==> config.mk <==
export PLATFORM = sky130hd
export DESIGN_NAME = bin8_bcd_7seg_mux
export DESIGN_NICKNAME = d
export VERILOG_FILES = /design/src/rtl/bin8_bcd_7seg_mux.sv
export SDC_FILE = /design/constraint.sdc
export NUM_CORES = 1
export LEC_CHECK = 0
export ABC_CLOCK_PERIOD_IN_PS = 3580
export CORE_ASPECT_RATIO = 1.5
export CORE_MARGIN = 8
export CORE_UTILIZATION = 56
export DETAILED_ROUTE_END_ITERATION = 12
export GPL_ROUTABILITY_DRIVEN = 1
export PLACE_DENSITY = 0.83
export SLEW_MARGIN = 40
export SYNTH_ARGS = -nofsm -noshare
export SYNTH_HDL_FRONTEND = slang
export SYNTH_SLANG_ARGS = --single-unit
==> constraint.sdc <==
create_clock -name clk -period 3.58 [get_ports clk]
set_input_delay 0.358 -clock clk [delete_from_list [all_inputs] [get_ports clk]]
set_output_delay 0.358 -clock clk [all_outputs]
set_load 0.01 [all_outputs]
==> src/rtl/bin8_bcd_7seg_mux.sv <==
`default_nettype none
// ============================================================================
// Module   : bin8_bcd_7seg_mux
// Purpose  : Shows an 8-bit binary value as three decimal digits on a
//            multiplexed common-anode 7-segment display. A sequential
//            double-dabble converter (one bit per cycle, 8 cycles) runs
//            whenever the input differs from the last converted value. A scan
//            divider lights hundreds, tens and ones in turn on a shared
//            segment bus.
// Ports    : clk        system clock, rising edge
//            rst        synchronous reset, active-high
//            value[7:0] binary value to display
//            seg[6:0]   segments, active-low, {g,f,e,d,c,b,a}
//            an[2:0]    digit enables, active-low (0=ones,1=tens,2=hundreds)
//            bcd[11:0]  last converted value {hundreds,tens,ones}
//            bcd_valid  one-cycle pulse when bcd updates
//            busy       high while a conversion is in progress
// Options  : define LEADING_ZERO_BLANK_EN to blank leading zero digits
//            (hundreds when 0, tens when hundreds and tens are both 0).
// Revision : 1.0 - initial release
// ============================================================================
module bin8_bcd_7seg_mux #(
    parameter int F_CLK_HZ   = 50_000_000,
    parameter int REFRESH_HZ = 1000
) (
    input  logic        clk,
    input  logic        rst,
    input  logic [7:0]  value,
    output logic [6:0]  seg,
    output logic [2:0]  an,
    output logic [11:0] bcd,
    output logic        bcd_valid,
    output logic        busy
);

    // ------------------------------------------------------------------------
    // Scan timing constants
    // ------------------------------------------------------------------------
    localparam int DIGIT_TICKS_RAW = F_CLK_HZ / (REFRESH_HZ * 3);
    localparam int DIGIT_TICKS     = (DIGIT_TICKS_RAW < 1) ? 1 : DIGIT_TICKS_RAW;
    localparam int DIV_W           = (DIGIT_TICKS > 1) ? $clog2(DIGIT_TICKS) : 1;
    localparam logic [DIV_W-1:0] DIV_LAST = DIV_W'(DIGIT_TICKS - 1);

    localparam logic [6:0] SEG_BLANK = 7'b1111111;
    localparam logic [6:0] SEG_ZERO  = 7'b1000000;
    localparam logic [2:0] AN_ONES   = 3'b110;
    localparam logic [2:0] AN_TENS   = 3'b101;
    localparam logic [2:0] AN_HUND   = 3'b011;

    // ------------------------------------------------------------------------
    // Helper functions
    // ------------------------------------------------------------------------
    // Double-dabble correction: a nibble of 5 or more would overflow past 9
    // after the left shift, so bias it by 3 first.
    function automatic logic [3:0] add3(input logic [3:0] nib);
        add3 = (nib >= 4'd5) ? (nib + 4'd3) : nib;
    endfunction

    function automatic logic [6:0] seg_decode(input logic [3:0] nib);
        case (nib)
            4'd0:    seg_decode = 7'b1000000;
            4'd1:    seg_decode = 7'b1111001;
            4'd2:    seg_decode = 7'b0100100;
            4'd3:    seg_decode = 7'b0110000;
            4'd4:    seg_decode = 7'b0011001;
            4'd5:    seg_decode = 7'b0010010;
            4'd6:    seg_decode = 7'b0000010;
            4'd7:    seg_decode = 7'b1111000;
            4'd8:    seg_decode = 7'b0000000;
            4'd9:    seg_decode = 7'b0010000;
            default: seg_decode = SEG_BLANK;
        endcase
    endfunction

    // ------------------------------------------------------------------------
    // Converter FSM
    // ------------------------------------------------------------------------
    typedef enum logic [0:0] {
        IDLE  = 1'b0,
        SHIFT = 1'b1
    } conv_state_t;

    conv_state_t r_state;
    logic [7:0]  r_last_val;
    logic [7:0]  r_shreg;
    logic [11:0] r_acc;
    logic [2:0]  r_iter;

    logic [11:0] w_acc_adj;
    logic [11:0] w_acc_next;
    logic        w_unused;

    assign w_acc_adj  = {add3(r_acc[11:8]), add3(r_acc[7:4]), add3(r_acc[3:0])};
    // Shift the corrected accumulator left, pulling in the next binary MSB.
    assign w_acc_next = {w_acc_adj[10:0], r_shreg[7]};
    // The hundreds nibble never exceeds 2, so its top bit never carries out.
    assign w_unused   = w_acc_adj[11];

    always_ff @(posedge clk) begin
        if (rst) begin
            r_state    <= IDLE;
            r_last_val <= 8'd0;
            r_shreg    <= 8'd0;
            r_acc      <= 12'd0;
            r_iter     <= 3'd0;
            bcd        <= 12'h000;
            bcd_valid  <= 1'b0;
            busy       <= 1'b0;
        end else begin
            bcd_valid <= 1'b0;
            case (r_state)
                IDLE: begin
                    // value is sampled only here, so changes during SHIFT
                    // are caught by the first compare after returning.
                    if (value != r_last_val) begin
                        r_shreg    <= value;
                        r_last_val <= value;
                        r_acc      <= 12'd0;
                        r_iter     <= 3'd0;
                        busy       <= 1'b1;
                        r_state    <= SHIFT;
                    end
                end
                SHIFT: begin
                    r_acc   <= w_acc_next;
                    r_shreg <= {r_shreg[6:0], 1'b0};
                    r_iter  <= r_iter + 3'd1;
                    if (r_iter == 3'd7) begin
                        bcd       <= w_acc_next;
                        bcd_valid <= 1'b1;
                        busy      <= 1'b0;
                        r_state   <= IDLE;
                    end
                end
                default: r_state <= IDLE;
            endcase
        end
    end

    // ------------------------------------------------------------------------
    // Scan divider and digit multiplexer
    // ------------------------------------------------------------------------
    logic [DIV_W-1:0] r_div;
    logic [1:0]       r_idx;

    logic             w_div_wrap;
    logic [1:0]       w_idx_next;
    logic [3:0]       w_nib;
    logic             w_blank;
    logic [2:0]       w_an;
    logic [6:0]       w_seg;

    assign w_div_wrap = (r_div == DIV_LAST);

    always_comb begin
        w_idx_next = r_idx;
        if (w_div_wrap) begin
            w_idx_next = (r_idx >= 2'd2) ? 2'd0 : (r_idx + 2'd1);
        end
    end

    // Digit selection looks at the index the outputs are about to show, so
    // an and seg change together on the wrap edge.
    always_comb begin
        w_nib   = bcd[3:0];
        w_an    = AN_ONES;
        w_blank = 1'b0;
        case (w_idx_next)
            2'd1: begin
                w_nib = bcd[7:4];
                w_an  = AN_TENS;
            end
            2'd2: begin
                w_nib = bcd[11:8];
                w_an  = AN_HUND;
            end
            default: begin
                w_nib = bcd[3:0];
                w_an  = AN_ONES;
            end
        endcase
`ifdef LEADING_ZERO_BLANK_EN
        if ((w_idx_next == 2'd2) && (bcd[11:8] == 4'd0)) begin
            w_blank = 1'b1;
        end
        if ((w_idx_next == 2'd1) && (bcd[11:4] == 8'd0)) begin
            w_blank = 1'b1;
        end
`endif
        w_seg = w_blank ? SEG_BLANK : seg_decode(w_nib);
    end

    always_ff @(posedge clk) begin
        if (rst) begin
            r_div <= '0;
            r_idx <= 2'd0;
            an    <= AN_ONES;
            seg   <= SEG_ZERO;
        end else begin
            r_div <= w_div_wrap ? '0 : (r_div + 1'b1);
            r_idx <= w_idx_next;
            an    <= w_an;
            seg   <= w_seg;
        end
    end

endmodule
`default_nettype wire

# [Word-level counts from Yosys, hierarchy flattened]
# Memory sizes are Yosys's and may differ from the RTL's. A register that Yosys moved wholly into a read port is not among the register bits.
# Index checks and enable logic that the tools add are counted.
[classes] bitwise=1 n_reduce_logical=5 mux=20 magnitude_cmp=4 eq_ne=7 n_addsub=6
[op_table] cell="$pmux 12 s2" count=1
[op_table] cell="$pmux 8 s2" count=1
[op_table] cell="$add 15x1->15 const B" count=1
[op_table] cell="$eq 15x15->1 const B" count=1
[op_table] cell="$ge 4x3->1 const B" count=3
[op_table] cell="$mux 12" count=1
[op_table] cell="$pmux 3 s2" count=2
[op_table] cell="$add 4x2->4 const B" count=2
[op_table] cell="$mux 4" count=2
[op_table] cell="$mux 8" count=1
[op_table] cell="$ne 8x8->1" count=1
[op_table] cell="$pmux 4 s2" count=1
[op_table] cell="$mux 3" count=2
[op_table] cell="$reduce_and 2->1" count=3
[op_table] cell="$mux 1" count=5
[op_table] cell="$mux 2" count=2
[op_table] cell="$pmux 1 s2" count=2
[op_table] cell="$reduce_or 2->1" count=2
[op_table] cell="$add 3x1->3 const B" count=1
[op_table] cell="$add 3x2->3 const B" count=1
[op_table] cell="$eq 3x3->1 const B" count=1
[op_table] cell="$add 2x1->2 const B" count=1
[op_table] cell="$eq 2x1->1 const B" count=1
[op_table] cell="$eq 2x2->1 const B" count=1
[op_table] cell="4 further kinds" count=4
[word_totals] out_inout_bits=24 reg_bits=66 inputBits=10 mem_bits_ro=112 mem_count=1 elab_cells=55
[mem_list] name="(name not given)" words=16 width=7 rd=1 rd_ports_with_merged_regs=1 write_ports=0 line="60" source="case (nib)"

# [Longest topological paths before layout]
[depth] word_depth=5 depth_mapped=14 ltp_nobuf=13

# [Worst setup path before layout]
# OpenSTA, ideal clock, no wires.
[synth_timing] path_kind="reg-to-reg" startpoint="register r_div[11]" endpoint="register seg[3]" t_required_ns=3.506 setup_slack_ns=0.363 arrival_time_ns=3.143 stages_incl_launch_ff=10 path_cell_list="dfxtp_1 > or4_1 > or4_4 > mux2i_2 > inv_1 > ha_1 > clkbuf_1 > o21ai_1 > or4_1 > a31oi_1"
[synth_between] elab_chain_len=4
[synth_rtl] item="start: declaration" line="143" source="logic [DIV_W-1:0] r_div;"
[synth_rtl] item="start signal: assignment" line="200" source="r_div <= w_div_wrap ? '0 : (r_div + 1'b1);"
[synth_rtl] item="$eq 15x15->1 (*)" line="153" source="assign w_div_wrap = (r_div == DIV_LAST);"
[synth_rtl] item="$mux 2 (*)" line="157" source="if (w_div_wrap) begin"
[synth_rtl] item="via w_idx_next[1]" line="147" source="logic [1:0] w_idx_next;"
[synth_rtl] item="$eq 2x2->1 / $eq 2x1->1 (equally long branches)" line="168" source="case (w_idx_next)"
[synth_rtl] item="$pmux 4 s2 (*)" line="168"
[synth_rtl] item="end: declaration" line="29" source="output logic [6:0] seg,"
# The timed path passes the listed nets; every way through them passes the cells marked *.
# A chain may end at the register's enable or synchronous reset.

# [Worst setup path after layout]
[layout_timing] startpoint="register r_div[10]" endpoint="register seg[3]"
# Same word-level chain as after synthesis.

==> impl_metrics.ini <==
[synth]
synth-adder-area-share = 0.0566
synth_cells = 354
synth_nets = 379
avgSynthCellArea_um2 = 9.37
synthFlopType = dfxtp_1
yosysWarnings = 0
synthMuxAreaShare = 0.0449
synth-simple-area-share = 0.198
synth-seq-cells = 73
mappedNetlistArea_um2 = 3320
synthArstFlopShare = 0
yosysSeqAreaShare = 0.441
synth_compound_area_frac = 0.158
synth-xor-area-share = 0.0660
synth_edf_count = 0
synth_top_family_by_area = simple AND/OR/NAND/NOR gates
ys_types = 43

[pwr]
p_leak_nw = 1.48
power_frac_seq = 0.514
vdd_drop_max_mv = 0.321
swShare = 0.220
switchingPower_mw = 0.361
p_comb_frac = 0.056
p_clk_frac = 0.430
power_density_nw_per_um2 = 418
internal_power_mw = 1.28

[placement]
place_ws_ps = 266
gp_congestion = 0.826
portBuffers = 33
dpl_cell_area_um2 = 3700
dp.cells = 448
detailed_place_hpwl_um = 4880

[timing]
rsz0062_at_grt = false
fin_crit_sh = 0.925
min_period_ps = 3310
setup_tns_ps = 0
hold_violations = 0
max-slew-margin-rel = 0.550
worst_slack_ps = 269
fmax_mhz = 302
finalSetupViolations = 0
worstMarginPinSlew_ps = 675
slew_violations = 0
final.setup_skew_ps = 10.0

[clocking]
clk-insertion-delay-late_ps = 340
cts_max_path_buffers = 2
cts_buffers = 9
cts_root_buf = clkbuf_8
clk_pin_slew_ps = 70
cts_tree = built
cts.sinks = 73
cts_setup_buffers = 0
ctsHtreeMaxLevel = 3

[final_layout]
ff_latch_area_um2 = 1460
diodes = 0
fin_cells = 464
finish.instance_area_um2 = 3930
syn2layout_area_growth_pct = 18.4
drive_gt1_frac = 0.0714
multi_input_area_um2 = 1750
nFillCells = 458
final_nets = 412

[outcome]
status = finished, final reports clean

[detailed_routing]
drcViolationCount = 0
drt_pass1_iterations = 4
wl_um = 6990
drt_iter0_drc = 213
num_vias = 2654
via_per_inst = 5.72
routedWlPerCell_um = 15.1
ant_nets = 0

[die]
fp.dieW_um = 78.8
core_um2 = 5740
die_area_um2 = 8690
top_level_ports = 34
die_height_um = 110
start_util = 0.577
fp-row-count = 34

[worst_setup_path]
slowest_stage = or4_4
max_stage_delay_ps = 570
crit_required_ps = 3850
critPathCaptureType = flop
cp_cell_sequence = or4_1, or4_4, mux2i_2, inv_1, ha_1, a22oi_1, o21ai_1, or4_1, a31oi_1
cp.arrival_ps = 3580
crit_type = flop to flop
critical_path_peak_fanout = 7
crit_top_cell = or4_1
crit_path_start_kind = flop

[global_route]
grt_overflow = 0
grt_start_max_net_pins = 42
grt_pass1_wl_um = 11600
first_global_vias = 2547
antenna_found_initial = 0
grt.total_usage = 0.168

[min_path]
hold_class = flop to flop

[run]
cap_violations = 0
==> cell usage in the layout, fill, tap and decap left out, types with 3 or more instances in the layout <==
cell type        synthesis  routed
ha_1                    15      15
a22oi_1                  4       4
dfxtp_1                 73      73
clkdlybuf4s50_1          0      33
o21ai_0                 18      18
clkbuf_8                 0      10
and3_1                   3       3
nand2b_1                23      23
nand4_1                  7       7
mux2i_1                 11      11
xnor2_1                 20      20
nand3_1                 14      14
o21a_1                   4       4
nor3_1                   6       6
nand2_1                 16      16
nor3b_1                  4       4
nor4_1                   4       4
and4_1                   3       3
a22o_1                  16      16
a311oi_1                 8       8
inv_1                   14      14
a21oi_1                 14      13
buf_4                    0       3
nor2_1                  29      29
xor2_1                   5       5
==> logic make-up (layout without fill, tap and decap cells) <==
kind of cell	after synthesis	after routing
xor gates and xnor gates	25	25
DFF	73	73
muxes	14	14
adders and majority gates	15	15
AOI/OAI and AO/OA	77	77
and+or+nand+nor	121	121
buffers and inverters	29	67
==> through the flow <==
stage | hold WS, ps | utilization | power, mW
final | 473 | 0.684 | 1.64
after global routing | 500 | 0.684 | 1.70
after global placement | 453 | 0.644 | 0.950
after detailed placement | 462 | 0.645 | 0.953
after CTS | 472 | 0.683 | 1.65
after floorplan | 439 | - | 0.923
==> cells in the mapped netlist, types with 3 or more instances <==
| cell | number | area (um^2) |
|---|---|---|
| xnor2_1 | 20 | 175 |
| nor3b_1 | 4 | 30.0 |
| a311oi_1 | 8 | 70.1 |
| ha_1 | 15 | 188 |
| dfxtp_1 | 73 | 1460 |
| nor4_1 | 4 | 25.0 |
| nand2b_1 | 23 | 144 |
| nor2_1 | 29 | 109 |
| a22oi_1 | 4 | 30.0 |
| o21ai_0 | 18 | 90.1 |
| a22o_1 | 16 | 140 |
| and3_1 | 3 | 18.8 |
| and4_1 | 3 | 26.3 |
| nand3_1 | 14 | 70.1 |
| inv_1 | 14 | 52.6 |
| nand2_1 | 16 | 60.1 |
| xor2_1 | 5 | 43.8 |
| o21a_1 | 4 | 30.0 |
| clkbuf_1 | 11 | 41.3 |
| a21oi_1 | 14 | 70.1 |
| nor3_1 | 6 | 30.0 |
| o21ai_1 | 3 | 15.0 |
| mux2i_1 | 11 | 110 |
| nand4_1 | 7 | 43.8 |
==> repair_timing <==
| action | CTS | global route |
|---|---|---|
| resized for setup | 0 | 1 |
| endpoints found under the setup margin | 0 | 2 |
| hold buffers | 0 | 0 |
==> metal layers <==
metal  routed length [um]  global-route usage
met5                    0                   0
met4                  226              0.0944
met3                  326              0.0487
met2                 3510               0.290
met1                 2920               0.180
==> registers in the layout, summed over array words and instances (netlist names), 3 cells and up <==
register    count
r_div          15
r_shreg         8
r_iter          3
r_acc          12
bcd            12
seg             7
r_last_val      8
an              3
==> worst paths after layout <==
path / endpoint / depth (start not counted) / slack, ps / startpoint
setup / recovery: seg[3] / 9 / 270 / r_div[10]
setup reg to reg: seg[3] / 9 / 270 / r_div[10]
hold reg to reg: r_shreg[0] / 2 / 470 / r_shreg[0]
hold / removal: r_shreg[0] / 2 / 470 / r_shreg[0]
==> layout make-up <==
cell class	count	area share
multi-input combinational	252	0.445
sequential	73	0.372
timing repair buffer	36	0.0899
clock buffer	11	0.0360
tap	72	0.0229
clock inverter	5	0.0201
inverter	15	0.0143
==> worst max-delay path: cells and delay by family (launching register included) <==
family          cells  cell delay [ps]
buf+inv             1               80
fa+ha+maj           1              260
compound gates      3              660
simple gates        3             1620
mux                 1              250
flops               1              370
==> power by group through the flow <==
stage / sequential, mW / combinational, mW / clock (mW)
6_report: 0.844 / 0.0918 / 0.707
5_1_grt: 0.846 / 0.102 / 0.755
4_1_cts: 0.844 / 0.0918 / 0.719
3_5_place_dp: 0.863 / 0.0905 / 0
3_3_place_gp: 0.862 / 0.0879 / 0
2_1_floorplan: 0.859 / 0.0639 / 0
(Power assumes the default switching activity.)
